<file path="src/rtl/loader_pkg.sv">
// Shared state encoding and lane/shift helpers for the ioctl ROM loader.
package loader_pkg;

  typedef enum logic [1:0] {
    ST_IDLE  = 2'd0,
    ST_LOAD  = 2'd1,
    ST_DRAIN = 2'd2
  } state_t;

  localparam int HOST_AW = 25;

  function automatic int lane_shift(input int data_w);
    return $clog2(data_w / 8);
  endfunction

  // Lane index needs at least one bit even when a word is a single byte.
  function automatic int lane_idx_w(input int data_w);
    return (data_w > 8) ? $clog2(data_w / 8) : 1;
  endfunction

endpackage

</file>
<file path="src/rtl/loader_fifo.sv">
// Word FIFO with wrap-bit pointers; head is presented without a read bubble.
module loader_fifo #(
  parameter int WIDTH = 8,
  parameter int DEPTH = 8
) (
  input  logic                     i_clk,
  input  logic                     i_rst_n,
  input  logic                     i_push,
  input  logic [WIDTH-1:0]         i_wdata,
  input  logic                     i_pop,
  output logic [WIDTH-1:0]         o_rdata,
  output logic                     o_empty,
  output logic                     o_full,
  output logic [$clog2(DEPTH):0]   o_count
);

  localparam int IW = $clog2(DEPTH);

  logic [WIDTH-1:0] r_mem [DEPTH];
  logic [IW:0]      r_wptr;
  logic [IW:0]      r_rptr;
  logic             w_push;
  logic             w_pop;

  assign o_empty = (r_wptr == r_rptr);
  assign o_full  = (r_wptr[IW] != r_rptr[IW]) && (r_wptr[IW-1:0] == r_rptr[IW-1:0]);
  assign o_count = r_wptr - r_rptr;
  assign w_pop   = i_pop && !o_empty;
  assign w_push  = i_push && (!o_full || w_pop);
  // Empty head reads as zero so idle outputs stay quiet.
  assign o_rdata = o_empty ? {WIDTH{1'b0}} : r_mem[r_rptr[IW-1:0]];

  always_ff @(posedge i_clk or negedge i_rst_n) begin
    if (!i_rst_n) begin
      r_wptr <= {(IW+1){1'b0}};
      r_rptr <= {(IW+1){1'b0}};
    end else begin
      if (w_push) r_wptr <= r_wptr + {{IW{1'b0}}, 1'b1};
      if (w_pop)  r_rptr <= r_rptr + {{IW{1'b0}}, 1'b1};
    end
  end

  always_ff @(posedge i_clk) begin
    if (w_push) r_mem[r_wptr[IW-1:0]] <= i_wdata;
  end

endmodule

</file>
<file path="src/rtl/ioctl_rom_loader.sv">
// Packs the host ioctl byte stream into little-endian words, buffers them in a
// FIFO and hands them out over a valid/ready word stream.
module ioctl_rom_loader
  import loader_pkg::*;
#(
  parameter int         DATA_W     = 16,
  parameter int         FIFO_DEPTH = 8,
  parameter logic [7:0] INDEX      = 8'h00,
  parameter logic [7:0] PAD        = 8'hFF
) (
  input  logic                                 clock,
  input  logic                                 reset_n,
  input  logic                                 ioctl_download,
  input  logic                                 ioctl_wr,
  input  logic [24:0]                          ioctl_addr,
  input  logic [7:0]                           ioctl_dout,
  input  logic [7:0]                           ioctl_index,
  output logic                                 ioctl_wait,
  output logic                                 out_valid,
  input  logic                                 out_ready,
  output logic [HOST_AW-lane_shift(DATA_W)-1:0] out_addr,
  output logic [DATA_W-1:0]                    out_data,
  output logic [DATA_W/8-1:0]                  out_be,
  output logic                                 done
);

  localparam int LANES = DATA_W / 8;
  localparam int LS    = lane_shift(DATA_W);
  localparam int LIW   = lane_idx_w(DATA_W);
  localparam int AW    = HOST_AW - LS;
  localparam int EW    = AW + DATA_W + LANES;
  localparam int CW    = $clog2(FIFO_DEPTH) + 1;
  localparam logic [LIW-1:0] TOP_LANE = LIW'(LANES - 1);
  localparam logic [CW-1:0]  WAIT_LVL = CW'(FIFO_DEPTH - 2);

  state_t              r_state;
  logic                r_dl_prev;
  logic                r_wait;
  logic                r_done;
  logic [DATA_W-1:0]   r_pdata;
  logic [LANES-1:0]    r_pbe;
  logic [AW-1:0]       r_paddr;
  logic                r_pvalid;
  logic                r_ptop;

  logic                w_idx_ok;
  logic                w_start;
  logic                w_take;
  logic                w_same_word;
  logic                w_push;
  logic                w_push_ok;
  logic                w_pop;
  logic                w_empty;
  logic                w_full;
  logic                w_wait_hi;
  logic [LIW-1:0]      w_lane;
  logic [AW-1:0]       w_waddr;
  logic [DATA_W-1:0]   w_ndata;
  logic [LANES-1:0]    w_nbe;
  logic [EW-1:0]       w_rdata;
  logic [CW-1:0]       w_count;
  logic [CW-1:0]       w_count_nxt;

  assign w_idx_ok    = (ioctl_index == INDEX);
  assign w_start     = ioctl_download && !r_dl_prev && w_idx_ok;
  assign w_take      = ioctl_wr && ioctl_download && w_idx_ok &&
                       ((r_state == ST_LOAD) || ((r_state == ST_IDLE) && w_start));
  assign w_lane      = (LS == 0) ? {LIW{1'b0}} : ioctl_addr[LIW-1:0];
  assign w_waddr     = ioctl_addr[24:LS];
  assign w_same_word = r_pvalid && !r_ptop && (w_waddr == r_paddr);

  // A completed word, a word-address jump, or the end of download each push the pending word.
  assign w_push = (r_pvalid && r_ptop) ||
                  (w_take && r_pvalid && !r_ptop && (w_waddr != r_paddr)) ||
                  ((r_state == ST_LOAD) && !ioctl_download && r_pvalid && !r_ptop);

  assign w_pop     = !w_empty && out_ready;
  assign w_push_ok = w_push && (!w_full || w_pop);
  assign w_wait_hi = (w_count_nxt >= WAIT_LVL);

  always_comb begin
    w_ndata = w_same_word ? r_pdata : {LANES{PAD}};
    w_nbe   = w_same_word ? r_pbe : {LANES{1'b0}};
    for (int i = 0; i < LANES; i++) begin
      if (w_lane == LIW'(i)) begin
        w_ndata[8*i +: 8] = ioctl_dout;
        w_nbe[i]          = 1'b1;
      end else begin
        w_nbe[i] = w_nbe[i];
      end
    end
  end

  always_comb begin
    w_count_nxt = w_count;
    if (w_push_ok && !w_pop) begin
      w_count_nxt = w_count + {{(CW-1){1'b0}}, 1'b1};
    end else if (!w_push_ok && w_pop) begin
      w_count_nxt = w_count - {{(CW-1){1'b0}}, 1'b1};
    end else begin
      w_count_nxt = w_count;
    end
  end

  // Reset leaves r_dl_prev high so a download held across reset is not a new start.
  always_ff @(posedge clock or negedge reset_n) begin
    if (!reset_n) begin
      r_state   <= ST_IDLE;
      r_dl_prev <= 1'b1;
      r_wait    <= 1'b0;
      r_done    <= 1'b0;
    end else begin
      r_dl_prev <= ioctl_download;
      r_done    <= 1'b0;
      case (r_state)
        ST_IDLE: begin
          r_wait <= w_wait_hi;
          if (w_start) r_state <= ST_LOAD;
        end
        ST_LOAD: begin
          if (!ioctl_download) begin
            r_state <= ST_DRAIN;
            r_wait  <= 1'b1;
          end else begin
            r_wait  <= w_wait_hi;
          end
        end
        ST_DRAIN: begin
          if (w_empty) begin
            r_state <= ST_IDLE;
            r_done  <= 1'b1;
            r_wait  <= w_wait_hi;
          end else begin
            r_wait  <= 1'b1;
          end
        end
        default: begin
          r_state <= ST_IDLE;
          r_wait  <= 1'b0;
        end
      endcase
    end
  end

  always_ff @(posedge clock or negedge reset_n) begin
    if (!reset_n) begin
      r_pdata  <= {DATA_W{1'b0}};
      r_pbe    <= {LANES{1'b0}};
      r_paddr  <= {AW{1'b0}};
      r_pvalid <= 1'b0;
      r_ptop   <= 1'b0;
    end else if (w_take) begin
      r_pdata  <= w_ndata;
      r_pbe    <= w_nbe;
      r_paddr  <= w_waddr;
      r_pvalid <= 1'b1;
      r_ptop   <= (w_lane == TOP_LANE);
    end else if (w_push) begin
      r_pbe    <= {LANES{1'b0}};
      r_pvalid <= 1'b0;
      r_ptop   <= 1'b0;
    end
  end

  loader_fifo #(
    .WIDTH (EW),
    .DEPTH (FIFO_DEPTH)
  ) u_fifo (
    .i_clk   (clock),
    .i_rst_n (reset_n),
    .i_push  (w_push),
    .i_wdata ({r_paddr, r_pdata, r_pbe}),
    .i_pop   (out_ready),
    .o_rdata (w_rdata),
    .o_empty (w_empty),
    .o_full  (w_full),
    .o_count (w_count)
  );

  assign out_valid  = !w_empty;
  assign out_addr   = w_rdata[EW-1 -: AW];
  assign out_data   = w_rdata[LANES +: DATA_W];
  assign out_be     = w_rdata[LANES-1:0];
  assign ioctl_wait = r_wait;
  assign done       = r_done;

endmodule

</file>
<file path="config.mk">
export PLATFORM = sky130hd
export DESIGN_NAME = ioctl_rom_loader
export DESIGN_NICKNAME = d
export VERILOG_FILES = /design/src/rtl/loader_pkg.sv /design/src/rtl/loader_fifo.sv /design/src/rtl/ioctl_rom_loader.sv
export SDC_FILE = /design/constraint.sdc
export NUM_CORES = 1
export LEC_CHECK = 0
export BUFFER_PORTS_ARGS = -buffer_cell sky130_fd_sc_hd__buf_2
export CAP_MARGIN = 0
export CORE_MARGIN = 5
export CORE_UTILIZATION = 50
export DETAILED_ROUTE_END_ITERATION = 10
export GPL_TIMING_DRIVEN = 0
export PLACE_DENSITY = 0.77
export SYNTH_ARGS = -nofsm -noshare
export SYNTH_HDL_FRONTEND = slang
export SYNTH_SLANG_ARGS = --single-unit
</file>
<file path="constraint.sdc">
create_clock -name clock -period 20.7 [get_ports clock]
set_clock_uncertainty 0.2 [all_clocks]
set_input_delay 4.14 -clock clock [delete_from_list [all_inputs] [get_ports clock]]
set_output_delay 4.14 -clock clock [all_outputs]
set_load 0.05 [all_outputs]
</file>
-- Word-level counts from Yosys, hierarchy flattened
Memories as Yosys holds them, arrays and structs flattened.
Cells that the tools add are included.
- equality and inequality tests: 14
- reduce and logical (&&, ||, !) cells: 39
- multiplexer cells: 25
- order comparisons: 1
- add/subtract/negate cells: 5
- operators by type and width (cell ; number):
    42-bit 2-to-1 mux ; 1
    24-bit equality test ; 1
    24-bit != test ; 1
    1-bit logical AND ; 20
    16-bit 2-to-1 mux ; 1
    8-bit 2-to-1 mux ; 2
    4-bit by 1-bit adder with 4-bit output, second input constant ; 3
    2-bit 2-to-1 mux ; 6
    1-bit 2-to-1 mux ; 11
    8-bit zero test ; 1
    4-bit 2-to-1 mux ; 2
    2-bit != test, second input constant ; 4
    2-bit AND reduction ; 4
    1-bit zero test ; 7
    3-bit != test, second input constant ; 2
    2-bit case mux with 3 select lines ; 1
    4-bit equality test ; 1
    4-bit by 3-bit greater-or-equal comparator with 1-bit output, second input constant ; 1
    1-bit logical OR ; 4
    4-bit by 1-bit subtractor with 4-bit output, second input constant ; 1
    4-bit subtractor ; 1
    3-bit equality test ; 1
    1-bit case mux with 3 select lines ; 1
    3-bit AND reduction ; 1
    6 further kinds ; 6
- word-level logic and storage cells: 98
- input bits: 46
- RAM bits: 336
- register bits: 57
- memories kept: 1
- output and inout bits: 45
- memory list (memory ; depth ; bits a word ; read ports ; clocked after Yosys merged registers in ; write ports ; line ; source):
    u_fifo.r_mem ; 8 ; 42 ; 1 ; 0 ; 1 ; loader_fifo.sv:19 ; logic [WIDTH-1:0] r_mem [DEPTH];

-- Longest topological paths before layout
Gate-level depths: netlist of the first run.
- depth in word-level cells: 19
- mapped depth: 12
- depth with buffers taken out: 11

-- Hierarchy
Synthesis of the first run repeated with hierarchy kept, for this count alone.
- cell total of the unflattened synthesis: 953
- area, all modules: 16050.4 um^2
- modules (own cells, without submodules) (module ; cells each ; instances ; seq. area each (um^2) ; area each (um^2)):
    loader_fifo ; 734 ; 1 ; 10289.9 ; 13703.1
    ioctl_rom_loader ; 219 ; 1 ; 1227.4 ; 2347.3

-- Worst setup path before layout of the first run
No wires, ideal clock.
- path type: input -> register
- start: in ioctl_index[5]
- end: mem u_fifo.r_mem[1][0] (netlist bit) (enable)
- data required time: 19.954 ns
- stages on the path: 6
- setup slack: 10.410 ns
- setup time: 0.546 ns
- buffers on the path: 0
- data arrival time: 9.544 ns
- cells stage by stage: or4_4 nor4_4 o31ai_2 a31oi_4 nand2_4 nor4_1
- word-level cells in the longest chain between the ends: 13
- elaborated cells between the ends (all ways): 14
- those cells by class: 2 x mux; 12 x reduce/logical
- RTL lines (item ; line ; source):
    start: declaration ; ioctl_rom_loader.sv:17 ; input logic [7:0] ioctl_index,
    8-bit zero test * ; ioctl_rom_loader.sv:64 ; assign w_idx_ok = (ioctl_index == INDEX);
    1-bit logical AND ; ioctl_rom_loader.sv:65 ; assign w_start = ioctl_download && !r_dl_prev && w_idx_ok;
    1-bit logical AND ; ioctl_rom_loader.sv:67 ; ((r_state == ST_LOAD) || ((r_state == ST_IDLE) && w_start));
    1-bit logical OR ; ioctl_rom_loader.sv:67 ;
    1-bit logical AND * ; ioctl_rom_loader.sv:66 ; assign w_take = ioctl_wr && ioctl_download && w_idx_ok &&
    1-bit logical AND * (3 in series) ; ioctl_rom_loader.sv:74 ; (w_take && r_pvalid && !r_ptop && (w_waddr != r_paddr)) ||
    1-bit logical OR * ; ioctl_rom_loader.sv:73 ; assign w_push = (r_pvalid && r_ptop) ||
    1-bit logical OR * ; ioctl_rom_loader.sv:74 ;
    1-bit logical AND * ; loader_fifo.sv:29 ; assign w_push = i_push && (!o_full || w_pop);
    1-bit 2-to-1 mux * ; loader_fifo.sv:44 ; if (w_push) r_mem[r_wptr[IW-1:0]] <= i_wdata;
    1-bit 2-to-1 mux (not written as such) * ; loader_fifo.sv:44 ;
    end: declaration ; loader_fifo.sv:19 ;
Every way passes the cells marked *; elsewhere a longest branch is shown, timed or not.

-- Worst setup path after layout of the first run
- start: reg u_fifo.r_rptr[1]
- end: out out_addr[4]
- word-level cells in the longest chain between the ends: 2
- elaborated cells between the ends (all ways): 3
- those cells by class: 1 x eq/ne; 1 x mux; 1 x memory
- RTL lines (item ; line ; source):
    start: declaration ; loader_fifo.sv:21 ; logic [IW:0] r_rptr;
    start signal: assignment ; loader_fifo.sv:36 ; r_rptr <= {(IW+1){1'b0}};
    start signal: assignment ; loader_fifo.sv:39 ; if (w_pop) r_rptr <= r_rptr + {{IW{1'b0}}, 1'b1};
    memory 8 x 42 bit or 4-bit equality test (tied branches) ; n/a ;
    42-bit 2-to-1 mux * ; loader_fifo.sv:31 ; assign o_rdata = o_empty ? {WIDTH{1'b0}} : r_mem[r_rptr[IW-1:0]];
    end: declaration ; ioctl_rom_loader.sv:21 ; output logic [HOST_AW-lane_shift(DATA_W)-1:0] out_addr,
Marked as above.

==> out/metrics.csv, run 1 <==
metric;value;unit
# IOs;91;
sequential fraction of the synthesis area;73.96;%
total track usage;20.08;%
Die W;186.5;um
Area after DPL;16940;um^2
CP cell instances;clkbuf_1 -> clkbuf_1 -> clkbuf_1 -> inv_1 -> ha_1 -> nand3_1 -> nor2_1 -> clkbuf_1 -> a21oi_1 -> buf_2;
vias per std cell;5.868;
final WL;35.12;mm
Crit path buffers/inverters;6;
Max-cap violations;0;
DRT iter0 DRCs;934;
Reg2Reg Depth;13;
DR WL/cell;23.65;um
worst hold path stage count;1;
critical path class;flop to output pin;
P_leak;6.898;nW
Layout area overhead;16.82;%
register area;11520;um^2
slowest CP cell;nor2_1;
Yosys reg bits;393;
worst stage delay on the critical path;770;ps
antenna viol nets, final;0;
Fmax;107.4;MHz
Multi-input gate area;3864;um^2
buffers added on ports;90;
clk slew on worst S/H paths;60;ps
antenna violations before repair;2;
layout cells sized above 1;28.13;%
maximum vdd drop;81.70;uV
GR Overflow Total;0;
Setup Fix Bufs, Post-CTS;0;
crit path DAT;4970;ps
class of the worst hold path;flop to flop;
Hold Violations, Final;0;
clock sinks;393;
Final min period;9312;ps
worst endpoint required time;16360;ps
core box area;30670;um^2
CP max FO;10;
insertion delay to the later sink of the worst-skew pair;530;ps
DRC violations left;0;
chip height;186.5;um
Min Hold Slack;322.3;ps
Vias;8714;
stages on the worst setup path;10;
Mapped Cells;881;
CTS tree;done;
1st-pass router iterations;5;
fill cell count;2206;
GPL Wtd Cong;0.8012;
critical path endpoint category;output pin;
final net count;1112;
final worst setup slack;11390;ps
Mapped Nets;935;
Initial Util;50.78;%
Synth cell types;48;
first-pass GRT wire length;54.08;mm
largest net degree at the start of global routing;58;
Final Setup Violations;0;
ys async rst share;14.50;%
Synth Flop Type;edfxtp_1;
max_slew headroom;29.04;%
syn avg cell area;17.68;um^2
final max-slew violation count;0;
Core Util, Final;59.32;%
H-tree lvl count;2;
Cell Area, Synth;15570;um^2
dpl ws;11980;ps
Critical Path Start Type;flop;
CP delay by family, top;buffers and inverters;
vias in the first global route;8869;
CTS Buf Count;39;
pwr dens;125.6;nW/um^2
post-route cell area;18190;um^2
Root Driver;clkbuf_16;
final worst path period share;44.99;%
CTS resizes;0;
Fin Setup TNS;0;ps
Die ar.;34770;um^2
post-DP HPWL;23.50;mm
crit-path most repeated cell;clkbuf_1;
yosys warns;0;
outcome;finished, final reports clean;
RSZ-0062 raised after global routing;false;
Worst-Margin Slew;1062;ps
Row Count;64;
CTS Hold Bufs;0;
maximum clock path buffer count;3;
EDFF count, synth;336;
## cells in the final DEF (no fill, tap or decap), types with 2 or more instances in the layout
cell       synthesis  layout
bufinv_16          0       2
xnor2_1           33      33
buf_2             10      99
nand2b_1           3       3
a211o_1            2       2
clkinv_2           0       7
nor4_2             0       6
nand4_1            9       9
clkinv_1           1       2
inv_1             15      14
nor3_1             4       3
buf_4              0      40
dfrtp_1           56      56
o22a_1            16      16
o31a_1             2       2
nor2_1             9       9
and3_1             2       2
inv_6              0       3
nor3b_1            2       2
clkbuf_8           0       7
edfxtp_1         336     336
ha_1               7       7
nand3_1            4       4
mux4_2            84      84
nand2_1          171     171
nand3b_1           3       3
clkbuf_16          0      39
o21ai_0            3       3
buf_1              7       7
xor2_1             2       2
buf_6              0       6
a21oi_1           44      44
clkbuf_1          26      37
or4_4              2       2
## through the flow
step / power, W / instances
6_report: 0.002284 / 1485
5_1_grt: 0.002383 / 1484
4_1_cts: 0.002301 / 1484
2_1_floorplan: 0.001428 / 881
3_5_place_dp: 0.001620 / 1413
3_3_place_gp: 0.001609 / 1367
## registers in the layout, indices dropped and copies added, names as in the netlist, 2 cells and up
register       flops
r_paddr           24
u_fifo.r_mem     336
r_pdata           16
u_fifo.r_rptr      4
r_state            2
r_pbe              2
u_fifo.r_wptr      4
## Yosys cell counts, types with 2 or more instances
master	n	area, um^2
inv_1	15	56.30
ha_1	7	87.58
nand3_1	4	20.02
nor3b_1	2	15.01
xnor2_1	33	289.0
buf_2	10	50.05
a21oi_1	44	220.2
nand4_1	9	56.30
and3_1	2	12.51
clkbuf_1	26	97.59
nor3_1	4	20.02
nor2_1	9	33.78
o21ai_0	3	15.01
edfxtp_1	336	10090
xor2_1	2	17.52
nand2b_1	3	18.77
buf_1	7	26.28
nor4_1	7	43.79
or4_4	2	22.52
a211o_1	2	17.52
o22a_1	16	140.1
mux4_2	84	1892
dfrtp_1	56	1401
nand3b_1	3	22.52
o31a_1	2	17.52
nand2_1	171	641.9
## worst reg2reg max path: cells and delay by family (launching register included)
| kind | cells | cell delay, ps |
|---|---|---|
| flip-flops | 1 | 360 |
| adder cells (fa/ha/maj) | 1 | 380 |
| buffers and inverters | 8 | 2730 |
| AND/OR/NAND/NOR | 4 | 1130 |
## report_power, final
| part | total [W] | switching, W | internal [W] | leakage (nW) |
|---|---|---|---|---|
| Combinational | 0.000728 | 0.000491 | 0.000238 | 2.09 |
| Sequential | 0.000870 | 0.00000950 | 0.000861 | 4.19 |
| Clock | 0.000686 | 0.000286 | 0.000400 | 0.615 |
| Total | 0.00228 | 0.000786 | 0.00150 | 6.90 |
## kinds of logic (layout without fill, tap and decap cells)
group	Yosys count	count (layout)	share of synthesized area [%]
compound gates	75	75	3.182
simple gates	225	225	6.388
xor+xnor	35	35	1.969
flops	393	393	73.96
fa+ha+maj	8	8	0.6910
mux	86	86	12.31
buf+inv	59	266	1.502
other cells	0	1	0
## worst paths after layout
check,start,end,slack [ps]
setup / recovery,u_fifo.r_rptr[1],out_addr[4],11390
hold / removal,r_state[1],r_state[0],320
setup reg to reg,u_fifo.r_rptr[1],u_fifo.r_mem[5][30],15610
hold reg to reg,r_state[1],r_state[0],320
max in group asynchronous,reset_n,r_pdata[7],16260
min in group asynchronous,reset_n,r_paddr[6],3510
## area by class of cell
type                    instances  area share [%]
diodes                          1         0.01376
plain buffers                  43          0.9560
clock buffers                  57           6.121
clock inverters                14          0.7290
inverters                      16          0.3301
multi-input cells             429           21.24
flip-flops and latches        393           63.31
well taps                     396           2.724
repair buffers                136           4.580
## metal layers
metal,global-route usage (%),part of all wire [%],wire (um)
met1,28.60,40,14220
met2,32.60,49,17190
met3,3.980,8.2,2883
met4,4.877,2.3,816
met5,0,0.031,11
Note: power is estimated with default switching activity, not from simulation.
==> inputs of run 2 (changes only) <==
--- a/config.mk
+++ b/config.mk
@@ -11,7 +11,7 @@
 export CORE_UTILIZATION = 50
 export DETAILED_ROUTE_END_ITERATION = 10
 export GPL_TIMING_DRIVEN = 0
-export PLACE_DENSITY = 0.77
+export PLACE_DENSITY = 0.79
 export SYNTH_ARGS = -nofsm -noshare
 export SYNTH_HDL_FRONTEND = slang
 export SYNTH_SLANG_ARGS = --single-unit
==> constraint.sdc (replaced) <==
create_clock -name clock -period 7.67 [get_ports clock]
set_clock_uncertainty 0.2 [all_clocks]
set_input_delay 1.534 -clock clock [delete_from_list [all_inputs] [get_ports clock]]
set_output_delay 1.534 -clock clock [all_outputs]
set_load 0.05 [all_outputs]
==> run 2 against run 1 <==
Setup slack lost 10000 ps. Final area shrank 0.19%. Register-to-register slack lost 13000 ps. Sequential power grew to 2.7 times the previous value. First-iteration DRC count shrank 6.7%. Core utilization shrank 0.11 points. Count of clock-buffer cells in the layout shrank 8. Clock power grew to 2.6 times the previous value. Wire length grew 3.2%. Non-clock buffer count grew 1. Critical path type unchanged. Critical endpoint is now out_addr[17].
==> out/metrics.csv, run 2 (synthesized netlist as in run 1, its figures left out) <==
metric;value;unit;change
Row Count;64;;unchanged
vias in the first global route;9245;;was 8869
Initial Util;50.78;%;unchanged
worst endpoint required time;5940;ps;was 16360 ps
Reg2Reg Depth;15;;was 13
DRC violations left;0;;unchanged
antenna viol nets, final;0;;unchanged
DRT iter0 DRCs;871;;was 934
1st-pass router iterations;5;;unchanged
RSZ-0062 raised after global routing;false;;unchanged
crit path DAT;4950;ps;was 4970 ps
GR Overflow Total;0;;unchanged
R2R Setup Slk;2260;ps;was 15610 ps
Die W;186.5;um;unchanged
dpl ws;1656;ps;was 11980 ps
Crit path buffers/inverters;6;;unchanged
Max-cap violations;0;;unchanged
most frequent cells in the layout;edfxtp_1 (336), nand2_1 (171), buf_2 (99), mux4_2 (84), dfrtp_1 (56);;unchanged
capturing point of the worst reg2reg path;u_fifo.r_mem[4][31];;was u_fifo.r_mem[5][30]
buffers added on ports;90;;unchanged
Layout area overhead;16.61;%;was 16.82%
final total power;0.006105;W;was 0.002284 W
hold_sp;r_state[1];;unchanged
final net count;1113;;was 1112
slowest CP cell;nor2_1;;unchanged
CTS Hold Bufs;0;;unchanged
max_slew headroom;19.18;%;was 29.04%
chip height;186.5;um;unchanged
Root Driver;clkbuf_16;;unchanged
Final min period;6688;ps;
GPL Wtd Cong;0.7939;;was 0.8012
final worst setup slack;981.9;ps;was 11390 ps
total track usage;20.59;%;was 20.08%
Critical Path Start Type;flop;;unchanged
class of the worst hold path;flop to flop;;unchanged
CTS resizes;0;;unchanged
maximum clock path buffer count;3;;unchanged
largest net degree at the start of global routing;58;;unchanged
final WL;36.25;mm;was 35.12 mm
Final Setup Violations;0;;unchanged
final worst path period share;87.20;%;
clk slew on worst S/H paths;60;ps;about the same
CP delay by family, top;buffers and inverters;;unchanged
clock sinks;393;;unchanged
outcome;finished, final reports clean;;unchanged
worst stage delay on the critical path;750;ps;was 770 ps
# diodes;0;;was 1
Fmax;149.5;MHz;
pwr dens;336.2;nW/um^2;was 125.6 nW/um^2
H-tree lvl count;2;;unchanged
crit-path most repeated cell;clkbuf_1;;unchanged
insertion delay to the later sink of the worst-skew pair;520;ps;was 530 ps
P_leak;6.889;nW;was 6.898 nW
vias per std cell;5.945;;was 5.868
Die ar.;34770;um^2;unchanged
CTS Buf Count;39;;unchanged
hold endpoint;r_state[0];;unchanged
Worst-Margin Slew;1202;ps;was 1062 ps
critical path endpoint category;output pin;;unchanged
DR WL/cell;24.43;um;was 23.65 um
core box area;30670;um^2;unchanged
layout cells sized above 1;28.13;%;unchanged
critical path class;flop to output pin;;unchanged
maximum vdd drop;182.8;uV;was 81.70 uV
post-DP HPWL;24.18;mm;was 23.50 mm
# IOs;91;;unchanged
Hold Violations, Final;0;;unchanged
commonest non-fill, non-tap cell in the layout;edfxtp_1;;unchanged
r2r startpoint;u_fifo.r_rptr[1];;unchanged
antenna violations before repair;0;;was 2
Setup Fix Bufs, Post-CTS;0;;unchanged
CP cell instances;clkbuf_1 -> clkbuf_1 -> clkbuf_1 -> inv_1 -> ha_1 -> nand3_1 -> nor2_1 -> clkbuf_1 -> a21oi_1 -> buf_2;;unchanged
final max-slew violation count;0;;unchanged
max reg flops;336;;unchanged
first-pass GRT wire length;55.50;mm;was 54.08 mm
CTS tree;done;;unchanged
Vias;8822;;was 8714
worst hold path stage count;1;;unchanged
CP max FO;10;;unchanged
==> run 2: area by class of cell <==
cell class	count	area, um^2
Fill cell	2210	12510
Clock inverter	21	130.1
Buffer	43	173.9
Timing Repair Buffer	137	852.1
Multi-Input combinational cell	429	3864
Sequential cell	393	11520
Tap cell	396	495.5
Clock buffer	49	1066
Inverter	16	60.06
==> run 2: layer usage <==
metal / part of all wire, % / global-route usage [%] / vias up / routed length [um]
met5: 0 / 0 / - / 0
met3: 8.4 / 4.260 / 69 / 3046
met4: 2.3 / 5.381 / 0 / 838
li1: - / - / 3762 / -
met1: 38 / 27.68 / 4550 / 13950
met2: 51 / 34.86 / 441 / 18420
==> run 2: stage by stage <==
stage	std cells	hold WS, ps	area [um^2]	TNS, ps	utilization [%]
finish	1484	332.7	18160	0	59.21
global route	1484	358.7	18160	0	59.21
CTS	1484	341.8	18160	0	59.21
detailed placement	1414	329.9	16960	0	55.31
global placement	1367	308.6	16520	-1149190	53.86
floorplan	881	266.3	15570	-3415	-
==> run 2: report_power, final <==
group	internal [W]	total, W	switching, W	leakage [nW]
Sequential	0.00232	0.00235	0.0000248	4.19
Combinational	0.000642	0.00197	0.00133	2.10
Clock	0.00102	0.00179	0.000767	0.598
Total	0.00398	0.00611	0.00212	6.89
==> run 2: worst max-delay path by stage <==
stage / start / endpoint / slack (ps) / cells past startpoint
after floorplan: ioctl_index[5] / u_fifo.r_mem[1][0] / -10 / 6
after global placement: ioctl_index[5] / u_fifo.r_mem[0][31] / -4350 / 7
after detailed placement: u_fifo.r_rptr[1] / out_addr[17] / 1660 / 10
after CTS: u_fifo.r_rptr[1] / out_addr[17] / 990 / 10
after global routing: u_fifo.r_rptr[1] / out_addr[17] / 730 / 10
final: u_fifo.r_rptr[1] / out_addr[17] / 980 / 10
==> inputs of run 3 (changes only) <==
--- a/config.mk
+++ b/config.mk
@@ -12,6 +12,7 @@
 export DETAILED_ROUTE_END_ITERATION = 10
 export GPL_TIMING_DRIVEN = 0
 export PLACE_DENSITY = 0.79
+export RECOVER_POWER = 50
 export SYNTH_ARGS = -nofsm -noshare
 export SYNTH_HDL_FRONTEND = slang
 export SYNTH_SLANG_ARGS = --single-unit
==> run 3 against run 2 <==
Final area decreased by 0.15%. Sequential share of layout area increased by 0.097 points. Critical path depth unchanged. Non-clock buffer count unchanged. Wire length increased by 0.31%. Clock power about the same. Worst hold slack improved by 2.7 ps. Largest power group unchanged. Global-route usage unchanged. The flow now finishes with violations (capacitance limit, slew limit). Count of clock-buffer cells in the layout unchanged. Critical path type unchanged. Sequential cell count unchanged. Final cell count unchanged. Die area unchanged.
==> out/metrics.csv, run 3 (synthesized netlist as in run 1, its figures left out) <==
metric;value;unit;change
outcome;finished, violations left;;was finished, final reports clean
failing checks;capacitance limit, slew limit;;
vias in the first global route;9245;;unchanged
placed cells;1414;;unchanged
chip height;186.5;um;unchanged
maximum vdd drop;181.1;uV;was 182.8 uV
GR Overflow Total;0;;unchanged
Final min period;6730;ps;was 6688 ps
1st-pass router iterations;5;;unchanged
pwr dens;336.8;nW/um^2;was 336.2 nW/um^2
final total power;0.006107;W;was 0.006105 W
buffers added on ports;90;;unchanged
crit path DAT;5000;ps;was 4950 ps
Final Non-Filler Cells;1484;;unchanged
final WL;36.37;mm;was 36.25 mm
final worst setup slack;940.1;ps;was 981.9 ps
Worst-Margin Slew;3500;ps;was 1202 ps
total track usage;20.59;%;unchanged
antenna violations before repair;0;;unchanged
commonest non-fill, non-tap cell in the layout;edfxtp_1;;unchanged
largest net degree at the start of global routing;58;;unchanged
final net count;1113;;unchanged
insertion delay to the later sink of the worst-skew pair;520;ps;about the same
post-DP HPWL;24.18;mm;unchanged
Die W;186.5;um;unchanged
vias per std cell;5.939;;was 5.945
P_leak;6.864;nW;was 6.889 nW
most frequent cells in the layout;edfxtp_1 (336), nand2_1 (171), buf_2 (95), mux4_2 (84), dfrtp_1 (56);;was edfxtp_1 (336), nand2_1 (171), buf_2 (99), mux4_2 (84), dfrtp_1 (56)
final worst path period share;87.74;%;was 87.20%
# IOs;91;;unchanged
fill cell count;2217;;was 2210
class of the worst hold path;flop to flop;;unchanged
Layout area overhead;16.43;%;was 16.61%
Fin Setup TNS;0;ps;unchanged
worst endpoint required time;5940;ps;about the same
Root Driver;clkbuf_16;;unchanged
max reg flops;336;;unchanged
Min Hold Slack;335.4;ps;was 332.7 ps
DRT iter0 DRCs;889;;was 871
Vias;8813;;was 8822
core box area;30670;um^2;unchanged
clk slew on worst S/H paths;60;ps;about the same
# diodes;0;;unchanged
H-tree lvl count;2;;unchanged
antenna viol nets, final;0;;unchanged
CTS Hold Bufs;0;;unchanged
Critical Path Start Type;flop;;unchanged
Multi-input gate area;3845;um^2;was 3864 um^2
CTS Buf Count;39;;unchanged
DRC violations left;0;;unchanged
clock sinks;393;;unchanged
Max-cap violations;1;;was 0
Initial Util;50.78;%;unchanged
RSZ-0062 raised after global routing;false;;unchanged
CTS resizes;0;;unchanged
layout cells sized above 1;27.48;%;was 28.13%
DR WL/cell;24.51;um;was 24.43 um
GPL Wtd Cong;0.7939;;unchanged
Final Setup Violations;0;;unchanged
Setup Fix Bufs, Post-CTS;0;;unchanged
CP max FO;10;;unchanged
final max-slew violation count;58;;was 0
maximum clock path buffer count;3;;unchanged
Hold Violations, Final;0;;unchanged
critical path class;flop to output pin;;unchanged
dpl ws;1656;ps;unchanged
Die ar.;34770;um^2;unchanged
CTS tree;done;;unchanged
Fmax;148.6;MHz;was 149.5 MHz
register area;11520;um^2;unchanged
max_slew headroom;-133.3;%;was 19.18%
Row Count;64;;unchanged
critical path endpoint category;output pin;;unchanged
first-pass GRT wire length;55.50;mm;unchanged
==> run 3: power breakdown <==
part	internal (W)	total (W)	switching [W]	leakage [nW]
combinational	0.000641	0.00197	0.00133	2.08
sequential	0.00232	0.00235	0.0000251	4.19
clock	0.00102	0.00179	0.000769	0.598
total	0.00398	0.00611	0.00212	6.86
==> run 3: per-layer routing <==
metal | part of all wire [%] | track usage (%) | wire length (um)
met5 | 0 | 0 | 0
met4 | 2.2 | 5.381 | 788
met3 | 9.0 | 4.260 | 3284
met2 | 51 | 34.86 | 18510
met1 | 38 | 27.68 | 13780
==> run 3: layout make-up <==
cell class	instances	area share (%)
Buffer	43	0.9523
Clock buffer	49	5.880
Clock inverter	21	0.7177
Inverter	16	0.3312
Multi-Input combinational cell	429	21.21
Sequential cell	393	63.52
Tap cell	396	2.733
Timing Repair Buffer	137	4.658
==> run 3: metrics by stage <==
step                area, um^2  util [%]
floorplan                15570         -
global placement         16520     53.86
detailed placement       16960     55.31
CTS                      18160     59.21
global route             18130     59.12
finish                   18130     59.12
==> run 3: final timing paths <==
kind | slack, ps | depth (start not counted) | to | startpoint
setup / recovery | 940 | 10 | out_addr[17] | u_fifo.r_rptr[1]
hold / removal | 340 | 1 | r_state[0] | r_state[1]
setup reg to reg | 2220 | 15 | u_fifo.r_mem[4][31] | u_fifo.r_rptr[1]
hold reg to reg | 340 | 1 | r_state[0] | r_state[1]
max in group asynchronous | 3300 | 1 | r_pdata[11] | reset_n
min in group asynchronous | 2000 | 1 | r_paddr[18] | reset_n
==> run 3: worst max-delay path: stages, from the launching register on <==
cell and delay (ps):
dfrtp_1 340, clkbuf_1 320, clkbuf_1 580, clkbuf_1 650, inv_1 250, ha_1 400
nand3_1 100, nor2_1 750, clkbuf_1 650, a21oi_1 160, buf_2 270
